[src/rtl/corelet_ctrl.sv]
// Host-side sequencer for the corelet: weight fetch, kernel load, activation fetch,
// execute, then OFIFO drain into psum SRAM with a done pulse.
module corelet_ctrl #(
    parameter int unsigned bw      = 4,
    parameter int unsigned psum_bw = 16,
    parameter int unsigned col     = 8,
    parameter int unsigned row     = 8,
    parameter int unsigned addr_w  = 11,
    parameter int unsigned cnt_w   = 7
) (
    input  logic                   clk,
    input  logic                   reset,
    input  logic                   start,
    input  logic [addr_w-1:0]      w_base,
    input  logic [addr_w-1:0]      a_base,
    input  logic [addr_w-1:0]      p_base,
    input  logic [cnt_w-1:0]       n_act,
    output logic                   busy,
    output logic                   done,
    output logic                   xmem_rd,
    output logic [addr_w-1:0]      xmem_addr,
    input  logic [bw*row-1:0]      xmem_rdata,
    output logic                   l0_wr,
    output logic [bw*row-1:0]      l0_wdata,
    input  logic                   l0_ready,
    output logic                   l0_rd,
    output logic [2:0]             inst_w,
    input  logic                   ofifo_valid,
    output logic                   ofifo_rd,
    input  logic [psum_bw*col-1:0] ofifo_rdata,
    output logic                   pmem_wr,
    output logic [addr_w-1:0]      pmem_addr,
    output logic [psum_bw*col-1:0] pmem_wdata
);

    localparam int unsigned cw = cnt_w + 1;
    localparam logic [cw-1:0] col_cnt = cw'(col);

    typedef enum logic [2:0] {
        StIdle,
        StWfetch,
        StKload,
        StAfetch,
        StExec,
        StDrain,
        StDone
    } state_e;

    state_e state_q, state_d;

    logic [addr_w-1:0] w_base_q, a_base_q, p_base_q;
    logic [cnt_w-1:0]  n_act_q;
    logic [cw-1:0]     n_ext;

    // Fetch pipeline: read pointer, accepted count, L0 write count, hold slot.
    logic [cw-1:0]     rd_ptr_q, rd_ptr_d;
    logic [cw-1:0]     acc_q, acc_d;
    logic [cw-1:0]     wr_q, wr_d;
    logic              hold_full_q, hold_full_d;
    logic [bw*row-1:0] hold_q;
    logic [cw-1:0]     xmem_idx_q;
    logic              dv_q;
    logic [cw-1:0]     dv_idx_q;

    logic              xmem_rd_q, xmem_rd_d;
    logic [addr_w-1:0] xmem_addr_q, xmem_addr_d;

    logic [cw-1:0]     step_q, step_d;
    logic              l0_rd_q, l0_rd_d;
    logic [1:0]        inst_q, inst_d;
    logic              busy_q, busy_d;
    logic              done_q, done_d;

    logic              go;
    logic              fetch;
    logic [cw-1:0]     total;
    logic              hold_free;
    logic              arrive;
    logic              accept;
    logic              reject;
    logic              fetch_done;
    logic [cw-1:0]     rd_base;
    logic              pop;
    logic              drain_last;
    logic              kload_d;
    logic              exec_d;

    assign n_ext = {1'b0, n_act_q};

    // State register
    always_ff @(posedge clk or negedge reset) begin
        if (!reset) begin
            state_q <= StIdle;
        end else begin
            state_q <= state_d;
        end
    end

    // Fetch handshake and drain datapath; independent of the next state.
    always_comb begin
        fetch      = (state_q == StWfetch) || (state_q == StAfetch);
        total      = (state_q == StWfetch) ? col_cnt : n_ext;
        l0_wr      = fetch && hold_full_q && l0_ready;
        hold_free  = !hold_full_q || l0_wr;
        // Returned data is tagged with its index; only the next expected vector is taken.
        arrive     = fetch && dv_q && (dv_idx_q == acc_q);
        accept     = arrive && hold_free;
        reject     = arrive && !hold_free;
        fetch_done = l0_wr && ((wr_q + cw'(1)) == total);
        // A refused vector is re-read from its own address, so nothing is lost.
        rd_base    = reject ? acc_q : rd_ptr_q;

        pop        = (state_q == StDrain) && ofifo_valid;
        drain_last = pop && ((step_q + cw'(1)) == n_ext);
        ofifo_rd   = pop;
        pmem_wr    = pop;
        pmem_addr  = pop ? (p_base_q + addr_w'(step_q)) : '0;
        pmem_wdata = pop ? ofifo_rdata : '0;
    end

    // Next-state logic
    always_comb begin
        go      = (state_q == StIdle) && start && !done_q;
        state_d = state_q;
        unique case (state_q)
            StIdle:   if (go) state_d = (n_act == '0) ? StDone : StWfetch;
            StWfetch: if (fetch_done) state_d = StKload;
            StKload:  if (step_q == col_cnt) state_d = StAfetch;
            StAfetch: if (fetch_done) state_d = StExec;
            StExec:   if (step_q == n_ext) state_d = StDrain;
            StDrain:  if (drain_last) state_d = StDone;
            StDone:   state_d = StIdle;
            default:  state_d = StIdle;
        endcase
    end

    // Output logic: next values of the registered outputs and counters.
    always_comb begin
        xmem_rd_d   = fetch && hold_free && !fetch_done && (rd_base < total);
        xmem_addr_d = ((state_q == StWfetch) ? w_base_q : a_base_q) + addr_w'(rd_base);
        rd_ptr_d    = xmem_rd_d ? (rd_base + cw'(1)) : rd_base;
        acc_d       = acc_q + cw'(accept);
        wr_d        = wr_q + cw'(l0_wr);
        hold_full_d = accept || (hold_full_q && !l0_wr);

        step_d = step_q;
        if (state_q == StKload || state_q == StExec) begin
            step_d = step_q + cw'(1);
        end else if (state_q == StDrain) begin
            step_d = step_q + cw'(pop);
        end

        if (state_d != state_q) begin
            rd_ptr_d    = '0;
            acc_d       = '0;
            wr_d        = '0;
            hold_full_d = 1'b0;
            xmem_rd_d   = 1'b0;
            step_d      = '0;
        end

        kload_d = (state_d == StKload) && (step_d < col_cnt);
        exec_d  = (state_d == StExec) && (step_d < n_ext);
        l0_rd_d = kload_d || exec_d;
        inst_d  = {exec_d, kload_d};
        busy_d  = (state_d != StIdle);
        done_d  = (state_q == StDone);
    end

    always_ff @(posedge clk or negedge reset) begin
        if (!reset) begin
            w_base_q    <= '0;
            a_base_q    <= '0;
            p_base_q    <= '0;
            n_act_q     <= '0;
            rd_ptr_q    <= '0;
            acc_q       <= '0;
            wr_q        <= '0;
            hold_full_q <= 1'b0;
            hold_q      <= '0;
            xmem_idx_q  <= '0;
            dv_q        <= 1'b0;
            dv_idx_q    <= '0;
            xmem_rd_q   <= 1'b0;
            xmem_addr_q <= '0;
            step_q      <= '0;
            l0_rd_q     <= 1'b0;
            inst_q      <= '0;
            busy_q      <= 1'b0;
            done_q      <= 1'b0;
        end else begin
            if (go) begin
                w_base_q <= w_base;
                a_base_q <= a_base;
                p_base_q <= p_base;
                n_act_q  <= n_act;
            end
            rd_ptr_q    <= rd_ptr_d;
            acc_q       <= acc_d;
            wr_q        <= wr_d;
            hold_full_q <= hold_full_d;
            if (accept) begin
                hold_q <= xmem_rdata;
            end
            if (xmem_rd_d) begin
                xmem_idx_q  <= rd_base;
                xmem_addr_q <= xmem_addr_d;
            end
            dv_q      <= xmem_rd_q;
            dv_idx_q  <= xmem_idx_q;
            xmem_rd_q <= xmem_rd_d;
            step_q    <= step_d;
            l0_rd_q   <= l0_rd_d;
            inst_q    <= inst_d;
            busy_q    <= busy_d;
            done_q    <= done_d;
        end
    end

    assign busy      = busy_q;
    assign done      = done_q;
    assign xmem_rd   = xmem_rd_q;
    assign xmem_addr = xmem_addr_q;
    assign l0_wdata  = hold_q;
    assign l0_rd     = l0_rd_q;
    assign inst_w    = {1'b0, inst_q};

endmodule

[config.mk]
export PLATFORM = sky130hd
export DESIGN_NAME = corelet_ctrl
export DESIGN_NICKNAME = d
export VERILOG_FILES = /design/src/rtl/corelet_ctrl.sv
export SDC_FILE = /design/constraint.sdc
export NUM_CORES = 1
export LEC_CHECK = 0
export ABC_CLOCK_PERIOD_IN_PS = 5400
export BUFFER_PORTS_ARGS = -buffer_cell sky130_fd_sc_hd__buf_4
export CELL_PAD_IN_SITES_DETAIL_PLACEMENT = 1
export CELL_PAD_IN_SITES_GLOBAL_PLACEMENT = 2
export CORE_UTILIZATION = 27
export CTS_CLUSTER_DIAMETER = 30
export CTS_CLUSTER_SIZE = 24
export DETAILED_ROUTE_END_ITERATION = 12
export HOLD_SLACK_MARGIN = 0.05
export PLACE_DENSITY_LB_ADDON = 0.1
export SLEW_MARGIN = 40
export SYNTH_ARGS = -nofsm -noshare
export SYNTH_HDL_FRONTEND = slang
export SYNTH_SLANG_ARGS = --single-unit
[constraint.sdc]
create_clock -name clk -period 5.4 [get_ports clk]
set_input_delay 1.08 -clock clk [delete_from_list [all_inputs] [get_ports clk]]
set_output_delay 1.08 -clock clk [all_outputs]
set_load 0.03 [all_outputs]
==> key figures <==
Worst setup path
  – CP Class: reg2reg
  – Slowest stage delay, CP: 0.59 ns
  – Critical path's slowest cell: dfrtp_1
  – Worst path cell trace: and2b_1, a21boi_2, nand4_4, mux2i_1, inv_1, ha_1, a21o_1, a21oi_1, nand3_1, o21ai_1, or3b_1, inv_1, a31oi_1, nor3b_1
  – Critical Path AT: slightly above 5 ns
  – Worst setup EP type: flop
  – Startpoint Class: flop
  – Worst path required time: 5.76 ns
  – Cell repeated most along the worst path: inv_1
  – Critical-path maximum fanout: 17

Yosys
  – Post-synth ARST share: between 90% and 100%
  – Average size of a mapped cell: between 8 and 9 µm²
  – Most common cell in the netlist: nand2_1
  – Synth warn: 0
  – Count of cell types in the netlist: 67
  – Top cell type's share of synthesized area: about two fifths
  – Post-Syn Area: 8710 µm²
  – Post-synth top area cell: dfrtp_1
  – Synth top area cells: dfrtp_1 (41%), and3_1 (9.8%), nand2_1 (8.0%), ha_1 (5.5%), mux2_2 (5.0%)
  – Synth Flop Type: dfrtp_1
  – Cells after Synth: a little under 1k
  – Sequential area share after synthesis: between 40% and 50%
  – Number of synthesized flops with an enable pin: 0
  – Syn nets: 1232
  – Number of synthesized register bits: between 100 and 150
  – List of most frequent post-synthesis cells: nand2_1 (185), dfrtp_1 (142), and3_1 (137), nor2_1 (61), clkbuf_1 (58)

STA
  – Setup ws final: roughly 0.72 ns
  – Clock skew: ~0.025 ns
  – Max-slew violations: 0
  – Crit path time final: approximately 4.7 ns
  – Tightest Pin Transition: roughly 0.79 ns
  – Setup total negative slack: 0 ns
  – Final Hold Viols: 0
  – Final setup fails: 0
  – Slew margin rel.: around 47%
  – Max Clk Rate: about 0.21 GHz
  – Final period utilization: ~87%
  – RSZ-0062 raised after global routing: no

Die
  – Die H: ~180 µm
  – Core Region: around 32000 µm²
  – Die width: approximately 180 µm
  – IO Count: 397
  – FP Rows: between 60 and 70
  – Die area: around 33000 µm²
  – Initial Util: 27.5%

CTS
  – # resized after CTS: 0
  – Clk buf depth: 2
  – Clock Pin Slew Worst Setup and Hold Paths: approximately 0.07 ns
  – CTS sink cnt: 142
  – H-tree depth: 4
  – Root Buffer: clkbuf_16
  – Latest clock arrival within the worst-skew pair: about 0.44 ns
  – Postcts setup bufs: 0
  – Total CTS buffers: 17
  – CTS tree: yes
  – Hold buffer count at CTS: 0

Global route
  – Total global routing track utilization: a little over a fifth
  – First-pass GRT wire length: around 54000 µm
  – Initial antenna violation count: 1
  – Vias in the first global route: ~8.6k
  – GR Overflow Total: 0
  – Pin count of the biggest net entering global routing: 134

Place
  – Pre-CTS setup slack: approximately 0.45 ns
  – PortBufs: 395
  – Placer Congestion: slightly above 0.8
  – Hpwl dp: approximately 28000 µm

Pwr
  – Static Leakage: just under 7 nW
  – Power Dens Cells: 446 nW/µm²
  – Peak VDD IR: about 0.34 mV

Routing
  – DRC: 0
  – Drt first pass iters: 4
  – Vias per cell: between 4 and 5
  – ANT nets after route: 0
  – Routed wire length: 35900 µm
  – Via count: between 8k and 9k
  – Detailed router's first-iteration violation count: ~350
  – WL per Instance: 20.4 µm

Layout
  – Antenna diodes: 0
  – Nets: 1589
  – Area Overhead vs Synth: 45.0%
  – Ratio of cells with drive above 1 in the final layout: 36.6%

Run status
  – Outcome: finished, final reports clean

Run
  – Max-cap violations: 0

Hold path
  – Hold Crit Class: reg2reg
## cell families after synthesis
logic type | after synthesis | synth area share (%)
xor gates and xnor gates | 61 | 6.30
other | 1 | 0.0430
and+or+nand+nor | 487 | 28.2
adders and majority gates | 40 | 5.92
AOI/OAI and AO/OA | 107 | 7.73
DFF | 142 | 40.8
buffers and inverters | 98 | 4.55
muxes | 51 | 6.48
## cells in the final DEF, fill, tap and decap left out, types with 8 or more instances in the layout
cell and count:
a21o_1 8, a21oi_1 25, and2_1 8, and3_1 137, buf_4 406, clkbuf_16 17
dfrtp_1 142, ha_1 38, inv_1 26, mux2_2 39, mux2i_1 11, nand2_1 185
nand3_1 27, nand4_1 8, nor2_1 60, nor3_1 14, o21ai_0 34, xnor2_1 32
xor2_1 28
## critical path: cells and delay by family, from the launching register on
family,cells,cell delay [ns]
buffers and inverters,2,0.66
DFF,1,0.59
and+or+nand+nor,5,1.46
AOI/OAI and AO/OA,5,0.96
muxes,1,0.53
adders and majority gates,1,0.37
## report_power, final
group	switching (mW)	internal, mW
clock	0.522	0.706
combinational	1.63	1.02
sequential	0.315	1.44
total	2.47	3.17
## worst paths after layout
| kind | from | to | slack, ns | cells past startpoint |
|---|---|---|---|---|
| setup reg to reg | state_q[2] | rd_ptr_q[6] | 0.72 | 14 |
| hold reg to reg | xmem_idx_q[7] | dv_idx_q[7] | 0.38 | 0 |
| hold / removal | xmem_idx_q[7] | dv_idx_q[7] | 0.38 | 0 |
| setup / recovery | state_q[2] | rd_ptr_q[6] | 0.72 | 14 |
| min in group asynchronous | reset | a_base_q[4] | 0.51 | 1 |
| max in group asynchronous | reset | acc_q[2] | 3.94 | 2 |
## registers in the layout (all words and copies together) (netlist names), 11 cells and up
register,cells
w_base_q,11
a_base_q,11
p_base_q,11
l0_wdata,32
xmem_addr,11
## routing by layer
layer  part of all wire (%)  track usage, %
met3                    4.3            3.61
met5                  0.036               0
met4                    2.1            6.37
met1                     43            26.9
met2                     51            38.0
## per-stage QoR
step	hold WS [ns]	utilization, %	total power, mW	cells	cell area [µm²]
detailed placement	0.362	38.0	4.47	1726	12000
finish	0.377	39.9	5.64	1759	12600
global route	0.393	39.9	6.07	1759	12600
global placement	0.363	37.9	4.41	1726	12000
CTS	0.380	39.9	5.73	1758	12600
floorplan	0.346	-	3.54	987	8710
## layout make-up
| class | count | area, µm² |
|---|---|---|
| repair buffers | 410 | 3110 |
| clock inverters | 13 | 155 |
| flip-flops and latches | 142 | 3550 |
| well taps | 402 | 503 |
| inverters | 26 | 97.6 |
| multi-input cells | 747 | 4770 |
| clock buffers | 19 | 443 |
| fillers | 3766 | 19000 |
Power figures use the tool's default switching activity.
